$ cat src/rtl/pdm_demod_pkg.sv
`default_nettype none
// +----------------------------------------------------------------------------+
// | Module      : pdm_pkg                                                      |
// | Description : Definitions shared by the PDM modulator and demodulator:     |
// |               sample width, CIC order, accumulator width helper and the    |
// |               demodulator warm-up state encoding.                          |
// | Revision    : 1.0 - initial release                                        |
// +----------------------------------------------------------------------------+
package pdm_pkg;

  // Sample width common to the modulator input and the demodulator output.
  localparam int PDM_WIDTH = 10;

  // Number of integrator / comb pairs in the decimator.
  localparam int CIC_ORDER = 2;

  // An order-2 CIC with ratio 2^dec_log2 has a DC gain of 2^(2*dec_log2);
  // one extra bit holds the full-scale value itself.
  function automatic int cic_acc_width(input int dec_log2);
    return 2 * dec_log2 + 1;
  endfunction

  // Warm-up sequencing: the first two decimated results are discarded
  // because the comb delays still hold reset state.
  typedef enum logic [1:0] {
    WU_FLUSH0 = 2'd0,
    WU_FLUSH1 = 2'd1,
    WU_RUN    = 2'd2
  } warm_state_e;

endpackage
`default_nettype wire

$ cat src/rtl/pdm_demod_cic_integrator.sv
`default_nettype none
// +----------------------------------------------------------------------------+
// | Module      : cic_integrator                                               |
// | Description : One CIC integrator stage. Adds in_i to the accumulator on    |
// |               enabled cycles; the sum wraps modulo 2^AW by design.         |
// | Ports       : clk, rst (sync, active-high), en_i (accumulate strobe),      |
// |               in_i (AW-bit addend), acc_o (registered accumulator).        |
// | Revision    : 1.0 - initial release                                        |
// +----------------------------------------------------------------------------+
module cic_integrator #(
  parameter int AW = 11
) (
  input  logic          clk,
  input  logic          rst,
  input  logic          en_i,
  input  logic [AW-1:0] in_i,
  output logic [AW-1:0] acc_o
);

  logic [AW-1:0] acc_q;
  logic [AW-1:0] acc_d;

  // Modular wrap is what makes the comb differences come out exact.
  assign acc_d = acc_q + in_i;

  always_ff @(posedge clk) begin
    if (rst) begin
      acc_q <= '0;
    end else if (en_i) begin
      acc_q <= acc_d;
    end
  end

  assign acc_o = acc_q;

endmodule
`default_nettype wire

$ cat src/rtl/pdm_demod.sv
`default_nettype none
// +----------------------------------------------------------------------------+
// | Module      : pdm_demod                                                    |
// | Description : PDM bit stream to WIDTH-bit unsigned sample. Second-order    |
// |               CIC decimator, ratio R = 2^DEC_LOG2, followed by a right     |
// |               shift and saturation to the output width.                    |
// | Ports       : clk, rst (sync, active-high)                                 |
// |               din        - PDM bit, consumed when din_en = 1               |
// |               din_en     - bit strobe                                      |
// |               dout       - decoded sample, updated with dout_valid         |
// |               dout_valid - one-cycle pulse per R enabled bits              |
// |               settled    - high once the warm-up outputs have flushed      |
// | Revision    : 1.0 - initial release                                        |
// +----------------------------------------------------------------------------+
module pdm_demod
  import pdm_pkg::*;
#(
  parameter int WIDTH    = PDM_WIDTH,
  parameter int DEC_LOG2 = 5,
  parameter int SYNC_IN  = 1
) (
  input  logic             clk,
  input  logic             rst,
  input  logic             din,
  input  logic             din_en,
  output logic [WIDTH-1:0] dout,
  output logic             dout_valid,
  output logic             settled
);

  localparam int AW    = cic_acc_width(DEC_LOG2);
  localparam int SHIFT = 2 * DEC_LOG2 - WIDTH;

  // Largest representable output, widened to the accumulator width.
  localparam logic [AW-1:0] Y_MAX = {{(AW - WIDTH){1'b0}}, {WIDTH{1'b1}}};

  // ---------------------------------------------------------------------------
  // Input conditioning. The strobe travels through the same two flops as the
  // data so each bit stays paired with its own enable.
  // ---------------------------------------------------------------------------
  logic bit_s;
  logic bit_en_s;

  generate
    if (SYNC_IN != 0) begin : g_sync
      logic [1:0] din_sync_q;
      logic [1:0] en_sync_q;

      always_ff @(posedge clk) begin
        if (rst) begin
          din_sync_q <= '0;
          en_sync_q  <= '0;
        end else begin
          din_sync_q <= {din_sync_q[0], din};
          en_sync_q  <= {en_sync_q[0], din_en};
        end
      end

      assign bit_s    = din_sync_q[1];
      assign bit_en_s = en_sync_q[1];
    end else begin : g_nosync
      assign bit_s    = din;
      assign bit_en_s = din_en;
    end
  endgenerate

  // ---------------------------------------------------------------------------
  // Integrators. Stage 2 accumulates the value stage 1 is about to hold
  // (i1 + x), so there is no pipeline bubble between the stages.
  // ---------------------------------------------------------------------------
  logic [AW-1:0] x_ext;
  logic [AW-1:0] i1_acc;
  logic [AW-1:0] i1_next;
  logic [AW-1:0] i2_acc;

  assign x_ext   = {{(AW - 1){1'b0}}, bit_s};
  assign i1_next = i1_acc + x_ext;

  cic_integrator #(
    .AW (AW)
  ) u_int1 (
    .clk   (clk),
    .rst   (rst),
    .en_i  (bit_en_s),
    .in_i  (x_ext),
    .acc_o (i1_acc)
  );

  cic_integrator #(
    .AW (AW)
  ) u_int2 (
    .clk   (clk),
    .rst   (rst),
    .en_i  (bit_en_s),
    .in_i  (i1_next),
    .acc_o (i2_acc)
  );

  // ---------------------------------------------------------------------------
  // Decimation counter. The strobe is registered, so on the cycle it is high
  // i2 already includes the R-th bit of the period.
  // ---------------------------------------------------------------------------
  logic [DEC_LOG2-1:0] dcnt_q;
  logic                dec_stb_q;

  always_ff @(posedge clk) begin
    if (rst) begin
      dcnt_q    <= '0;
      dec_stb_q <= 1'b0;
    end else begin
      dec_stb_q <= bit_en_s && (dcnt_q == {DEC_LOG2{1'b1}});
      if (bit_en_s) begin
        dcnt_q <= dcnt_q + 1'b1;
      end
    end
  end

  // ---------------------------------------------------------------------------
  // Comb stage, evaluated once per decimated sample.
  // ---------------------------------------------------------------------------
  logic [AW-1:0] i2_dly_q;
  logic [AW-1:0] c1_dly_q;
  logic [AW-1:0] c2_q;
  logic          comb_stb_q;
  logic [AW-1:0] c1_d;
  logic [AW-1:0] c2_d;

  assign c1_d = i2_acc - i2_dly_q;
  assign c2_d = c1_d - c1_dly_q;

  always_ff @(posedge clk) begin
    if (rst) begin
      i2_dly_q   <= '0;
      c1_dly_q   <= '0;
      c2_q       <= '0;
      comb_stb_q <= 1'b0;
    end else begin
      comb_stb_q <= dec_stb_q;
      if (dec_stb_q) begin
        i2_dly_q <= i2_acc;
        c1_dly_q <= c1_d;
        c2_q     <= c2_d;
      end
    end
  end

  // ---------------------------------------------------------------------------
  // Scaling and saturation. Only an all-ones window reaches R^2, one above
  // the largest WIDTH-bit code.
  // ---------------------------------------------------------------------------
  logic [AW-1:0]    y_scaled;
  logic [WIDTH-1:0] dout_d;

  assign y_scaled = c2_q >> SHIFT;
  assign dout_d   = (y_scaled > Y_MAX) ? {WIDTH{1'b1}} : y_scaled[WIDTH-1:0];

  // ---------------------------------------------------------------------------
  // Warm-up sequencer and output register.
  // ---------------------------------------------------------------------------
  warm_state_e      warm_q;
  logic [WIDTH-1:0] dout_q;
  logic             dout_valid_q;
  logic             settled_q;

  always_ff @(posedge clk) begin
    if (rst) begin
      warm_q       <= WU_FLUSH0;
      dout_q       <= '0;
      dout_valid_q <= 1'b0;
      settled_q    <= 1'b0;
    end else begin
      dout_valid_q <= 1'b0;
      if (comb_stb_q) begin
        case (warm_q)
          WU_FLUSH0: warm_q <= WU_FLUSH1;
          WU_FLUSH1: warm_q <= WU_RUN;
          WU_RUN: begin
            dout_q       <= dout_d;
            dout_valid_q <= 1'b1;
            settled_q    <= 1'b1;
          end
          default:   warm_q <= WU_FLUSH0;
        endcase
      end
    end
  end

  assign dout       = dout_q;
  assign dout_valid = dout_valid_q;
  assign settled    = settled_q;

endmodule
`default_nettype wire

$ cat config.mk
export PLATFORM = sky130hd
export DESIGN_NAME = pdm_demod
export DESIGN_NICKNAME = d
export VERILOG_FILES = /design/src/rtl/pdm_demod_pkg.sv /design/src/rtl/pdm_demod_cic_integrator.sv /design/src/rtl/pdm_demod.sv
export SDC_FILE = /design/constraint.sdc
export NUM_CORES = 1
export LEC_CHECK = 0
export CORE_MARGIN = 10
export CORE_UTILIZATION = 50
export DETAILED_ROUTE_END_ITERATION = 12
export PLACE_DENSITY_LB_ADDON = 0.12
export SYNTH_ARGS = -nofsm -noshare
export SYNTH_HDL_FRONTEND = slang
export SYNTH_SLANG_ARGS = --single-unit
$ cat constraint.sdc
create_clock -name clk -period 3 [get_ports clk]
set_input_delay 0.6 -clock clk [delete_from_list [all_inputs] [get_ports clk]]
set_output_delay 0.6 -clock clk [all_outputs]
set_load 0.05 [all_outputs]
# Word-level counts from Yosys, hierarchy flattened
# Index checks and enable logic that the tools add are counted.
# op_classes
addsub	5
n_lt_le_gt_ge	1
eq_ne	3
muxes	3
n_bitwise	2
reduce_logical	5
# ops
cell	count
11-bit subtractor	2
11-bit by 1-bit adder with 11-bit output	1
11-bit adder	1
11-bit by 10-bit greater-than comparator with 1-bit output (second input constant)	1
10-bit two-way mux	1
2-bit case mux with 3 select lines	1
5-bit by 1-bit adder with 5-bit output (second input constant)	1
5-bit == test (second input constant)	1
2-bit AND reduction	2
2-bit by 1-bit == test with 1-bit output (second input constant)	1
2-bit == test (second input constant)	1
2-bit zero test	1
1-bit NOT	2
2-bit OR reduction	1
1-bit logical AND	1
1-bit two-way mux	1
# totals
register_bits	80
out_inout_bits	12
elab_cells	33

# Depth between registers and ports, before layout
# Gate-level depths: netlist of the first run.
# depth
ltp_word	3
ltp_mapped	16
depth_no_buf	16

# Cells and area by module
# Synthesis of the first run repeated with hierarchy kept, for this count alone.
# unflattened
cells_unflattened	581
area_unflattened_um2	4933.5
# modules_own_cells
mod	n_inst	cells_each	area_per_inst_um2	seq_area_each_um2
pdm_demod	1	361	3099.2	1161.1
cic_integrator	2	110	917.1	220.2

# Least setup slack after synthesis of the first run
# Ideal clock, no wire load.
# synth_path
kind	register to register
from	reg u_int2.acc_q[0], in the netlist u_int2.acc_o[0]
to	reg c2_q[10]
t_arrival_ps	2866
path_slack_ps	4
stages_incl_launch_ff	17
path_buffers	0
path_cell_list	dfxtp_1 -> inv_1 -> ha_1 -> inv_1 -> fa_1 -> a211oi_1 -> o21bai_1 -> a21oi_1 -> nand2b_1 -> a21oi_1 -> xor2_1 -> ha_1 -> o21ai_0 -> nor4b_1 -> nand4b_1 -> xnor2_1 -> o22ai_1
# synth_via
elab_chain_cells	2
# synth_rtl
element	line	source
from (decl)	pdm_demod_cic_integrator.sv:20	logic [AW-1:0] acc_q;
from (signal assigned)	pdm_demod_cic_integrator.sv:28	acc_q <= '0;
from (signal assigned)	pdm_demod_cic_integrator.sv:30	acc_q <= acc_d;
11-bit subtractor	pdm_demod.sv:128	assign c1_d = i2_acc - i2_dly_q;
net c1_d[8]	pdm_demod.sv:125	logic [AW-1:0] c1_d;
11-bit subtractor	pdm_demod.sv:129	assign c2_d = c1_d - c1_dly_q;
to (signal assigned)	pdm_demod.sv:135	c2_q <= '0;
to (signal assigned)	pdm_demod.sv:142	c2_q <= c2_d;
to (decl)	pdm_demod.sv:123	logic [AW-1:0] c2_q;
# The timed path passes the listed nets, and every way through them passes these cells.
# A chain may end at the register's enable or synchronous reset.

# Final worst setup path of the first run
# Ends and elaborated chain as after synthesis.

==> impl_metrics.yaml, run 1 <==
floorplanning:
  rows: 34
  core-area_um2: 8760
  num_io_pins: 16
  dieArea_um2: 13300
  die_x_um: 115
  die_h_um: 115
  start_util_pct: 51.8
setup_path:
  reg2regPathDepth: 15
  start_kind: "register"
  cp_num_cells: 15
  cp_top_family: "compound AO/OA/AOI/OAI gates"
  critPathSlowestCell: "fa_2"
  critPathKind: "register to register"
  required_ns: 3.21
  worst-path-buf-inv: 3
  endpoint_kind: "register"
  path_max_fanout: 2
  crit_path_max_incr_delay_ns: 0.35
  worst-endpoint-arrival_ns: 3.21
  path_cells: "inv_2 -> ha_4 -> inv_2 -> fa_2 -> buf_4 -> a21o_1 -> a21oi_1 -> xnor2_1 -> ha_1 -> o211ai_1 -> o211a_1 -> nor4b_2 -> nand4b_1 -> xnor2_1 -> o22ai_1"
worst_hold_path:
  min_path_cells: 1
  hold_path.class: "register to register"
drt:
  detail_route.first_pass.iterations: 4
  route.detailed.drc: 0
  antenna_left: 0
  dr_total_vias: 3631
  vias_per_cell: 5.41
  detail_route.wirelength_um: 8580
  drt-initial-drc-count: 141
  wire_per_inst_um: 12.8
final_layout:
  final_cell_area_um2: 5260
  final_cell_mix: "nor2_1 (87), dfxtp_1 (77), ha_1 (31), buf_4 (31), mux2i_1 (28)"
  fin_cells: 671
  fillerInstances: 783
  antenna_cells: 0
  layout_commonest_cell: "nor2_1"
  syn_to_final_growth_pct: 15.7
  layout-drive-gt1-share_pct: 15.3
  nets: 599
sta:
  fmax_ghz: 0.332
  rsz0062_at_grt: "true"
  min_period_ns: 3.01
  finalHoldViolations: 0
  relSlewSlack_pct: 36.7
  setup_viol: 1
  drv_slew: 0
  finalClockSkew_ns: 0.0138
  layout_setup_ws_ns: -0.00870
  holdWs_ns: 0.448
  worst_pin_slew_ns: 0.949
  finalCritPeriodShare_pct: 100
place:
  dp_cells: 648
  port_buffers: 15
  dp_hpwl_um: 6210
  gp_congestion: 0.829
  place_area_um2: 4920
synth:
  ys_seq_elements: 80
  synth_top_area_share_pct: 35.3
  netlist_top_cells_area: "dfxtp_1 (35%), ha_1 (9.4%), nor2_1 (7.2%)"
  syn_nets: 565
  async_flop_share_pct: 0
  syn_inst: 524
  ys.flop_type: "dfxtp_1"
  ys_seq_area_share_pct: 35.3
  ys_warn_count: 0
  synth_edf_count: 0
  synth_top_area_cell: "dfxtp_1"
  synth_cell_type_count: 61
  syn_area_um2: 4540
  post_synth.cell_area_avg_um2: 8.67
power_and_ir_drop:
  power.density_nw_per_um2: 377
  combPwrFrac_pct: 8.5
  p_seq_share_pct: 53.9
  p_int_mw: 1.47
  power_leakage_nw: 2.02
  power_frac_clock_pct: 37.7
  swShare_pct: 25.7
  p_switching_mw: 0.510
  vdd_ir_drop_max_mv: 0.231
job:
  max_cap_viol_count: 0
global_routing:
  grt_first_pass_wirelength_um: 14900
  grt_start_max_net_pins: 57
  grt.total_usage_pct: 13.3
  gr-total-overflow: 0
  antenna_found_initial: 0
  grt_pass1_vias: 3419
clock_network:
  clkTransAtPathRegs_ns: 0.09
  clock_path_buffers: 2
  cts.sinks: 80
  cts_max_level: 3
  cts_buffers: 9
  clkLatencyLatePin_ns: 0.36
  cts-root-buf: "clkbuf_8"
  cts_tree: "built"
outcome:
  violations: "negative setup slack"
  status: "complete, but fails checks"
sequential cells by signal (all words and copies together) (netlist names), 5 cells and up:
| register | count |
|---|---|
| u_int1.acc_o | 11 |
| i2_dly_q | 11 |
| dcnt_q | 5 |
| dout | 10 |
| c2_q | 11 |
| c1_dly_q | 11 |
| u_int2.acc_o | 11 |
final timing paths:
kind	start	to	slack (ns)
max	u_int2.acc_o[0]	c2_q[10]	-0.009
min	g_sync.en_sync_q[0]	g_sync.en_sync_q[1]	0.45
min reg2reg	g_sync.en_sync_q[0]	g_sync.en_sync_q[1]	0.45
max reg2reg	u_int2.acc_o[0]	c2_q[10]	-0.009
cells in the mapped netlist, drive strengths merged, types with 4 or more instances:
cell type / n
buf: 11
ha: 34
a211oi: 17
nor2: 87
a21oi: 23
nand3: 7
a31oi: 4
inv: 29
xor2: 24
dfxtp: 80
xnor2: 16
a21o: 9
or3: 4
mux2i: 28
o311ai: 4
and3: 4
o211ai: 4
nor3: 11
o21a: 5
nand2b: 7
o21ai: 13
nor2b: 9
nand2: 27
nor3b: 8
nand4: 4
clkbuf: 12
area by class of cell:
cell class	instances	area, um^2	area share [%]
well taps	108	135	2.57
multi-input cells	392	2840	54.1
inverters	29	109	2.07
flip-flops and latches	80	1610	30.5
repair buffers	46	378	7.19
clock buffers	10	138	2.62
clock inverters	6	48.8	0.928
stage by stage:
| step | setup slack (ns) | TNS (ns) | power (mW) | utilization, % |
|---|---|---|---|---|
| 2_1_floorplan | 0.00357 | 0 | 1.21 | - |
| 3_3_place_gp | -0.128 | -0.166 | 1.25 | 56.1 |
| 3_5_place_dp | -0.204 | -0.310 | 1.25 | 56.1 |
| 4_1_cts | -0.00993 | -0.00993 | 2.01 | 59.1 |
| 5_1_grt | -0.203 | -0.505 | 2.08 | 60.0 |
| 6_report | -0.00870 | -0.00870 | 1.98 | 60.0 |
what timing repair did:
item,in CTS,in global routing
setup endpoints to repair,2,6
resized for setup,15,16
hold endpoints to repair,0,0
pin swaps,13,14
hold buffers,0,0
setup buffers,4,3
power groups by stage:
stage	Clock [mW]	Sequential, mW	Combinational [mW]
2_1_floorplan	0	1.09	0.115
3_3_place_gp	0	1.09	0.153
3_5_place_dp	0	1.09	0.156
4_1_cts	0.777	1.07	0.162
5_1_grt	0.821	1.07	0.187
6_report	0.746	1.07	0.168
routing by layer:
layer  GRT usage, %  wire length, um
met5              0                0
met3           3.54              261
met4           4.70              123
met2           22.9             4320
met1           15.7             3880
cell families after synthesis:
family	after synthesis	share of synthesized area (%)
simple gates	183	19.9
compound gates	102	15.4
flops	80	35.3
buf+inv	52	4.38
xor+xnor	40	7.71
fa+ha+maj	37	10.7
mux	30	6.67
(Power assumes the default switching activity.)
==> inputs of run 2 (changes only) <==
==> constraint.sdc (replaced) <==
create_clock -name clk -period 3.89 [get_ports clk]
set_input_delay 0.778 -clock clk [delete_from_list [all_inputs] [get_ports clk]]
set_output_delay 0.778 -clock clk [all_outputs]
set_load 0.05 [all_outputs]
==> run 2 against run 1 <==
The run now ends clean. Worst setup slack gained 0.52 ns. Die area is the same. Sequential power shrank 23%. Count of clock-buffer cells in the layout is the same. First-iteration DRC count grew 3.5%. Hold slack lost 0.0058 ns. Global-route usage grew 0.070 points. Clock skew shrank 0.0015 ns. Critical endpoint unchanged.
==> impl_metrics.yaml, run 2 (synthesis gave the netlist of run 1 again) <==
power_and_ir_drop:
  p_int_mw: 1.19
  p_switching_mw: 0.395
  power_frac_clock_pct: 41.0
  power.density_nw_per_um2: 319
  p_seq_share_pct: 52.0
  swShare_pct: 24.9
  vdd_ir_drop_max_mv: 0.179
  power_leakage_nw: 1.87
  combPwrFrac_pct: 7.0
drt:
  detail_route.first_pass.iterations: 4
  detail_route.wirelength_um: 8420
  drt-initial-drc-count: 146
  dr_total_vias: 3464
  wire_per_inst_um: 13.1
  route.detailed.drc: 0
  vias_per_cell: 5.39
  antenna_left: 0
sta:
  rsz0062_at_grt: "false"
  finalHoldViolations: 0
  finalCritPeriodShare_pct: 86.8
  drv_slew: 0
  min_period_ns: 3.38
  finalClockSkew_ns: 0.0124
  worst_pin_slew_ns: 1.18
  setup_viol: 0
  fin_tns_setup_ns: 0
  relSlewSlack_pct: 20.8
  fmax_ghz: 0.296
  holdWs_ns: 0.442
  layout_setup_ws_ns: 0.512
clock_network:
  post_cts_resized: 0
  clock_path_buffers: 2
  hold_buffers: 0
  cts-root-buf: "clkbuf_8"
  postCtsSetupRepairBufs: 0
  cts.sinks: 80
  cts_tree: "built"
  cts_buffers: 9
  cts_max_level: 3
  clkTransAtPathRegs_ns: 0.09
  clkLatencyLatePin_ns: 0.36
setup_path:
  path_max_fanout: 5
  crit_start: "u_int2.acc_o[0]"
  start_kind: "register"
  required_ns: 4.09
  endpoint_kind: "register"
  critPathKind: "register to register"
  worst-endpoint-arrival_ns: 3.58
  reg2reg_from: "u_int2.acc_o[0]"
global_routing:
  grt_first_pass_wirelength_um: 15100
  grt_pass1_vias: 3381
  grt_start_max_net_pins: 59
  antenna_found_initial: 0
  gr-total-overflow: 0
  grt.total_usage_pct: 13.4
floorplanning:
  dieArea_um2: 13300
  core-area_um2: 8760
  die_h_um: 115
  die_x_um: 115
  start_util_pct: 51.8
  rows: 34
  num_io_pins: 16
place:
  port_buffers: 15
  dp_hpwl_um: 6220
  gp_congestion: 0.873
  place_ws_ns: 0.599
final_layout:
  nets: 571
  syn_to_final_growth_pct: 9.45
  layout_commonest_cell: "nor2_1"
  fin_util_pct: 56.7
  antenna_cells: 0
  layout-drive-gt1-share_pct: 6.54
  final_cell_mix: "nor2_1 (87), dfxtp_1 (79), ha_1 (34)"
worst_hold_path:
  hold_path.class: "register to register"
  hold_start: "g_sync.en_sync_q[0]"
job:
  max_cap_viol_count: 0
outcome:
  status: "finished clean"
## run 2: cell count changes in the layout (fill, tap and decap cells not counted), moves of 3 or more
cell,delta
a21oi_1,+5
clkinvlp_4,-3
buf_4,-28
o21ai_0,+3
a21oi_2,-5
ha_1,+3
## run 2: worst paths after layout
check	depth (start not counted)	slack, ns	endpoint
max	16	0.51	c2_q[10]
min reg2reg	1	0.44	g_sync.en_sync_q[1]
min	1	0.44	g_sync.en_sync_q[1]
max reg2reg	16	0.51	c2_q[10]
## run 2: metal layers
metal,GRT usage [%],share of wire [%]
met1,15.8,47
met2,23.5,49
met3,2.45,2.6
met4,5.20,1.5
met5,0,0
## run 2: per-stage QoR
step	power (mW)	area, um^2	std cells
2_1_floorplan	0.931	4540	524
3_5_place_dp	0.955	4760	627
4_1_cts	1.61	4970	643
6_report	1.59	4970	643
5_1_grt	1.66	4970	643
3_3_place_gp	0.952	4760	627
## run 2: critical path: stages (launching register included)
cell and delay, ns:
dfxtp_1 0.35, inv_1 0.07, ha_1 0.17, inv_1 0.06
fa_1 0.41, a211oi_1 0.31, o21bai_1 0.12, a21oi_1 0.22
nand2b_1 0.15, a21oi_1 0.09, xor2_1 0.15, ha_1 0.36
o21ai_0 0.14, nor4b_1 0.26, nand4b_1 0.16, xnor2_1 0.12
o22ai_1 0.09
## run 2: layout make-up
type / instances / area (um^2)
well taps: 108 / 135
flip-flops and latches: 80 / 1600
clock inverters: 6 / 72.6
clock buffers: 10 / 138
multi-input cells: 392 / 2750
fillers: 825 / 3790
inverters: 29 / 109
repair buffers: 18 / 168
## run 2: power by group through the flow
stage	clock [mW]	combinational [mW]	sequential, mW
floorplan	0	0.0888	0.843
global placement	0	0.108	0.843
detailed placement	0	0.112	0.844
CTS	0.674	0.112	0.824
global route	0.706	0.125	0.825
finish	0.649	0.112	0.824
==> inputs of run 3 (changes only) <==
--- a/config.mk
+++ b/config.mk
@@ -5,9 +5,13 @@
 export SDC_FILE = /design/constraint.sdc
 export NUM_CORES = 1
 export LEC_CHECK = 0
+export CELL_PAD_IN_SITES_DETAIL_PLACEMENT = 1
+export CELL_PAD_IN_SITES_GLOBAL_PLACEMENT = 2
 export CORE_MARGIN = 10
-export CORE_UTILIZATION = 50
+export CORE_UTILIZATION = 41
+export CTS_BUF_LIST = sky130_fd_sc_hd__clkbuf_8 sky130_fd_sc_hd__clkbuf_16
 export DETAILED_ROUTE_END_ITERATION = 12
+export GPL_TIMING_DRIVEN = 0
 export PLACE_DENSITY_LB_ADDON = 0.12
 export SYNTH_ARGS = -nofsm -noshare
 export SYNTH_HDL_FRONTEND = slang
==> run 3 against run 2 <==
Fmax fell by 4.7%. Utilization fell by 10 points. Sequential cell count did not move. Cell area rose by 1.8%. Register-to-register slack got worse by 0.17 ns. Die area rose by 18%. Largest power group unchanged. Count of clock-buffer cells in the layout fell by 1. Routed wire length rose by 37%. Critical path type unchanged. Global-route usage rose by 1.5 points. Clock power fell by 7.9%. Critical endpoint unchanged.
==> impl_metrics.yaml, run 3 (synthesis gave the netlist of run 1 again) <==
outcome:
  status: "finished clean"
final_layout:
  nets: 591
  syn_to_final_growth_pct: 11.4
  layout-drive-gt1-share_pct: 6.13
  layout_commonest_cell: "nor2_1"
  final_cell_area_um2: 5060
  final_cell_mix: "nor2_1 (87), dfxtp_1 (79), ha_1 (34)"
  fin_cells: 695
  fillerInstances: 1317
  fin_util_pct: 46.7
  antenna_cells: 0
  ff_latch_area_um2: 1600
  multi_input_area_um2: 2750
global_routing:
  grt.total_usage_pct: 14.9
  grt_start_max_net_pins: 17
  antenna_found_initial: 0
  gr-total-overflow: 0
  grt_first_pass_wirelength_um: 19200
  grt_pass1_vias: 3889
clock_network:
  cts_buffers: 9
  cts-root-buf: "clkbuf_8"
  cts.sinks: 80
  cts_tree: "built"
  postCtsSetupRepairBufs: 0
  clkTransAtPathRegs_ns: 0.10
  cts_max_level: 3
  clkLatencyLatePin_ns: 0.38
  clock_path_buffers: 2
sta:
  relSlewSlack_pct: 50.5
  drv_slew: 0
  fmax_ghz: 0.282
  holdWs_ns: 0.464
  setup_viol: 0
  layout_setup_ws_ns: 0.344
  finalClockSkew_ns: 0.0128
  finalHoldViolations: 0
  min_period_ns: 3.55
  worst_pin_slew_ns: 0.742
  finalCritPeriodShare_pct: 91.2
  fin_tns_setup_ns: 0
setup_path:
  critPathKind: "register to register"
  required_ns: 4.13
  endpoint_kind: "register"
  crit_start: "u_int2.acc_o[0]"
  reg2reg_from: "u_int2.acc_o[0]"
  start_kind: "register"
  path_max_fanout: 5
  worst-endpoint-arrival_ns: 3.79
job:
  max_cap_viol_count: 0
drt:
  vias_per_cell: 5.27
  detail_route.wirelength_um: 11500
  detail_route.first_pass.iterations: 4
  antenna_left: 0
  wire_per_inst_um: 16.6
  drt-initial-drc-count: 155
  route.detailed.drc: 0
  dr_total_vias: 3662
power_and_ir_drop:
  power_leakage_nw: 1.87
  power_mw: 1.55
  power.density_nw_per_um2: 306
  vdd_ir_drop_max_mv: 0.190
floorplanning:
  die_x_um: 125
  rows: 38
  die_h_um: 125
  num_io_pins: 16
  core-area_um2: 10800
  dieArea_um2: 15700
  start_util_pct: 41.9
place:
  place_area_um2: 4870
  dp_cells: 679
  dp_hpwl_um: 8920
  gp_congestion: 0.848
  place_ws_ns: 0.293
  port_buffers: 15
worst_hold_path:
  hold_path.class: "register to register"
  hold_start: "g_sync.en_sync_q[0]"
## run 3: cell count changes in the layout (fill, tap and decap cells not counted), moves of 2 or more
| cell | change |
|---|---|
| clkbuf_1 | +12 |
| buf_2 | +2 |
| buf_1 | +8 |
| clkinvlp_4 | +2 |
| buf_4 | -3 |
## run 3: layout make-up
| class | count | share of cell area, % |
|---|---|---|
| repair buffers | 15 | 2.97 |
| clock inverters | 7 | 1.26 |
| well taps | 140 | 3.46 |
| clock buffers | 9 | 2.45 |
| inverters | 29 | 2.15 |
| flip-flops and latches | 80 | 31.7 |
| plain buffers | 23 | 1.78 |
| multi-input cells | 392 | 54.3 |
## run 3: routing by layer
metal  part of all wire, %  track usage, %
met4                   2.6            6.98
met5                     0               0
met2                    50            26.1
met1                    45            17.2
met3                   2.6            2.53
## run 3: path summary, 6_finish.rpt
check,end,slack (ns),cells past startpoint
worst max register to register,c2_q[10],0.34,16
worst min-delay path,g_sync.en_sync_q[1],0.46,1
worst min register to register,g_sync.en_sync_q[1],0.46,1
worst max-delay path,c2_q[10],0.34,16
## run 3: where the power goes
part | switching [mW] | leakage, nW | total [mW] | internal (mW)
Clock | 0.353 | 0.0899 | 0.598 | 0.245
Combinational | 0.0774 | 1.14 | 0.125 | 0.0478
Sequential | 0.00216 | 0.646 | 0.824 | 0.822
Total | 0.432 | 1.87 | 1.55 | 1.11
## run 3: what timing repair did
item | in CTS | in global routing
setup endpoints to repair | 0 | 1
resized for setup | 0 | 2
endpoints found under the hold margin | 0 | 0
hold buffers | 0 | 0
## run 3: critical path, cell delays in order, from the launching register on
cell and delay (ns):
dfxtp_1 0.36, inv_1 0.07, ha_1 0.16, inv_1 0.06, fa_1 0.43, a211oi_2 0.30, o21bai_1 0.12, a21oi_1 0.22
nand2b_1 0.17, a21oi_1 0.10, xor2_1 0.16, ha_1 0.38, o21ai_0 0.15, nor4b_1 0.24, nand4b_1 0.18, xnor2_1 0.17
o22ai_1 0.13
==> patch: new RTL, flow settings as in run 1 <==
Re-encode `warm_state_e` (3 states) as one-hot, 3 bits wide.
--- a/src/rtl/pdm_demod_pkg.sv
+++ b/src/rtl/pdm_demod_pkg.sv
@@ -22,10 +22,10 @@
 
   // Warm-up sequencing: the first two decimated results are discarded
   // because the comb delays still hold reset state.
-  typedef enum logic [1:0] {
-    WU_FLUSH0 = 2'd0,
-    WU_FLUSH1 = 2'd1,
-    WU_RUN    = 2'd2
+  typedef enum logic [2:0] {
+    WU_FLUSH0 = 3'b001,
+    WU_FLUSH1 = 3'b010,
+    WU_RUN    = 3'b100
   } warm_state_e;
 
 endpackage
Check against the original RTL: no difference found for any inputs over 10 cycles, from zero or initial values and one cycle with rst high; not proved beyond that.
==> patch against run 1 <==
Cell area is 6.1% higher. Sequential cell count increased by 1. Power increased by 13%. Critical path type unchanged. Worst setup slack improved by 0.011 ns. Die area rose by 4.0%. Area after synthesis up 4.8%. Global-route usage shrank 0.38 points. Cell count is 4.0% higher. Wire length rose by 2.3%. Critical path depth up 1. Via count increased by 1.5%. Utilization increased by 0.37 points. Hold slack got worse by 0.0093 ns.
==> patch: results <==
metrics = {
    "clocking": {
        "clkTransAtPathRegs_ns": 0.09,
        "clk_latency_ns": 0.35,
        "htreeDepth": 3,
        "cts_setup_buffers": 4,
        "cts_buffer_depth": 2,
        "cts_made_buffers": 9,
        "post_cts_resized": 17,
        "clock_tree.root_cell": "clkbuf_8",
    },
    "placement": {
        "numPortBuffers": 15,
        "dp_hpwl_um": 6050,
        "gp_congestion": 0.793,
        "dp_cells": 676,
        "place_worst_setup_slack_ns": -0.0976,
        "placed_area_mm2": 0.00510,
    },
    "drt": {
        "viasPerCell": 5.28,
        "routedWlPerCell_um": 12.6,
        "first_pass_iters": 4,
        "drt_iter0_drc": 157,
    },
    "global_route": {
        "grt_max_degree": 106,
        "grt.total_usage_pct": 13.0,
        "antenna_found_initial": 0,
        "grt_pass1_wl_um": 15900,
        "grt_pass1_vias": 3629,
    },
    "timing": {
        "skew_ns": 0.0107,
        "worst_slew_pin_slew_ns": 1.01,
    },
    "finish": {
        "drive_gt1_share_pct": 16.9,
        "final_cells": 698,
        "antenna_cells": 0,
        "nNetsFinal": 605,
        "fill_cells": 821,
    },
    "synthesis": {
        "synth_warnings": 0,
        "ys_types": 68,
        "yosys-top-cells-area": "dfxtp_1 (34%), ha_1 (8.9%), nor2_1 (6.8%), mux2i_1 (6.7%), xor2_1 (4.0%)",
        "synthArstFlopShare_pct": 0,
        "synth_edf_count": 0,
        "synth_top_area_cell": "dfxtp_1",
        "yosysSeqAreaShare_pct": 34.1,
        "syn_inst": 541,
        "yosys-top-cells-count": "nor2_1 (86), dfxtp_1 (81), ha_1 (34)",
        "syn-num-nets": 582,
    },
    "worst_setup_path": {
        "crit_family": "compound AO/OA/AOI/OAI gates",
        "crit_fanout": 5,
        "required_ns": 3.20,
        "crit_slowest_cell": "ha_2",
        "critPathMaxStageDelay_ns": 0.38,
    },
    "power": {
        "power_leakage_nw": 2.09,
        "peakVddDrop_uv": 281,
    },
    "hold_path": {
        "hold_path.class": "reg2reg",
    },
    "status": {
        "status": "complete, no violations",
    },
}
-- patch: kinds of logic after synthesis --
family / share of synthesized area (%)
compound gates: 16.2
mux: 6.96
fa+ha+maj: 10.2
flops: 34.1
simple gates: 20.9
buf+inv: 4.31
xor+xnor: 7.33
-- patch: final cells by class --
| cell class | count | area [um^2] | share of cell area [%] |
|---|---|---|---|
| repair buffers | 36 | 309 | 5.54 |
| well taps | 129 | 161 | 2.89 |
| inverters | 30 | 113 | 2.02 |
| clock inverters | 6 | 116 | 2.09 |
| clock buffers | 10 | 128 | 2.29 |
| multi-input cells | 406 | 3120 | 55.9 |
| flip-flops and latches | 81 | 1630 | 29.2 |
-- patch: worst paths after layout --
kind                                  startpoint                             end  slack [ns]  cells past startpoint
setup / recovery    u_int2.acc_o[1]$_SDFFE_PP0P_           c2_q[10]$_SDFFE_PP0P_       0.002                     16
hold / removal    g_sync.en_sync_q[0]$_SDFF_PP0_  g_sync.en_sync_q[1]$_SDFF_PP0_        0.44                      1
setup reg to reg    u_int2.acc_o[1]$_SDFFE_PP0P_           c2_q[10]$_SDFFE_PP0P_       0.002                     16
hold reg to reg   g_sync.en_sync_q[0]$_SDFF_PP0_  g_sync.en_sync_q[1]$_SDFF_PP0_        0.44                      1
-- patch: power breakdown --
| part | internal (mW) | leakage, nW | switching, mW |
|---|---|---|---|
| clock network | 0.558 | 0.121 | 0.399 |
| logic | 0.0864 | 1.31 | 0.100 |
| registers | 1.08 | 0.656 | 0.0103 |
-- patch: metal layers --
metal | track usage, % | wire length (um) | part of all wire, % | vias to the layer above
met4 | 4.64 | 100 | 1.1 | 0
met2 | 23.2 | 4380 | 50 | 38
met3 | 2.54 | 299 | 3.4 | 9
li1 | - | - | - | 1953
met1 | 14.9 | 4000 | 46 | 1687
met5 | 0 | 0 | 0 | -
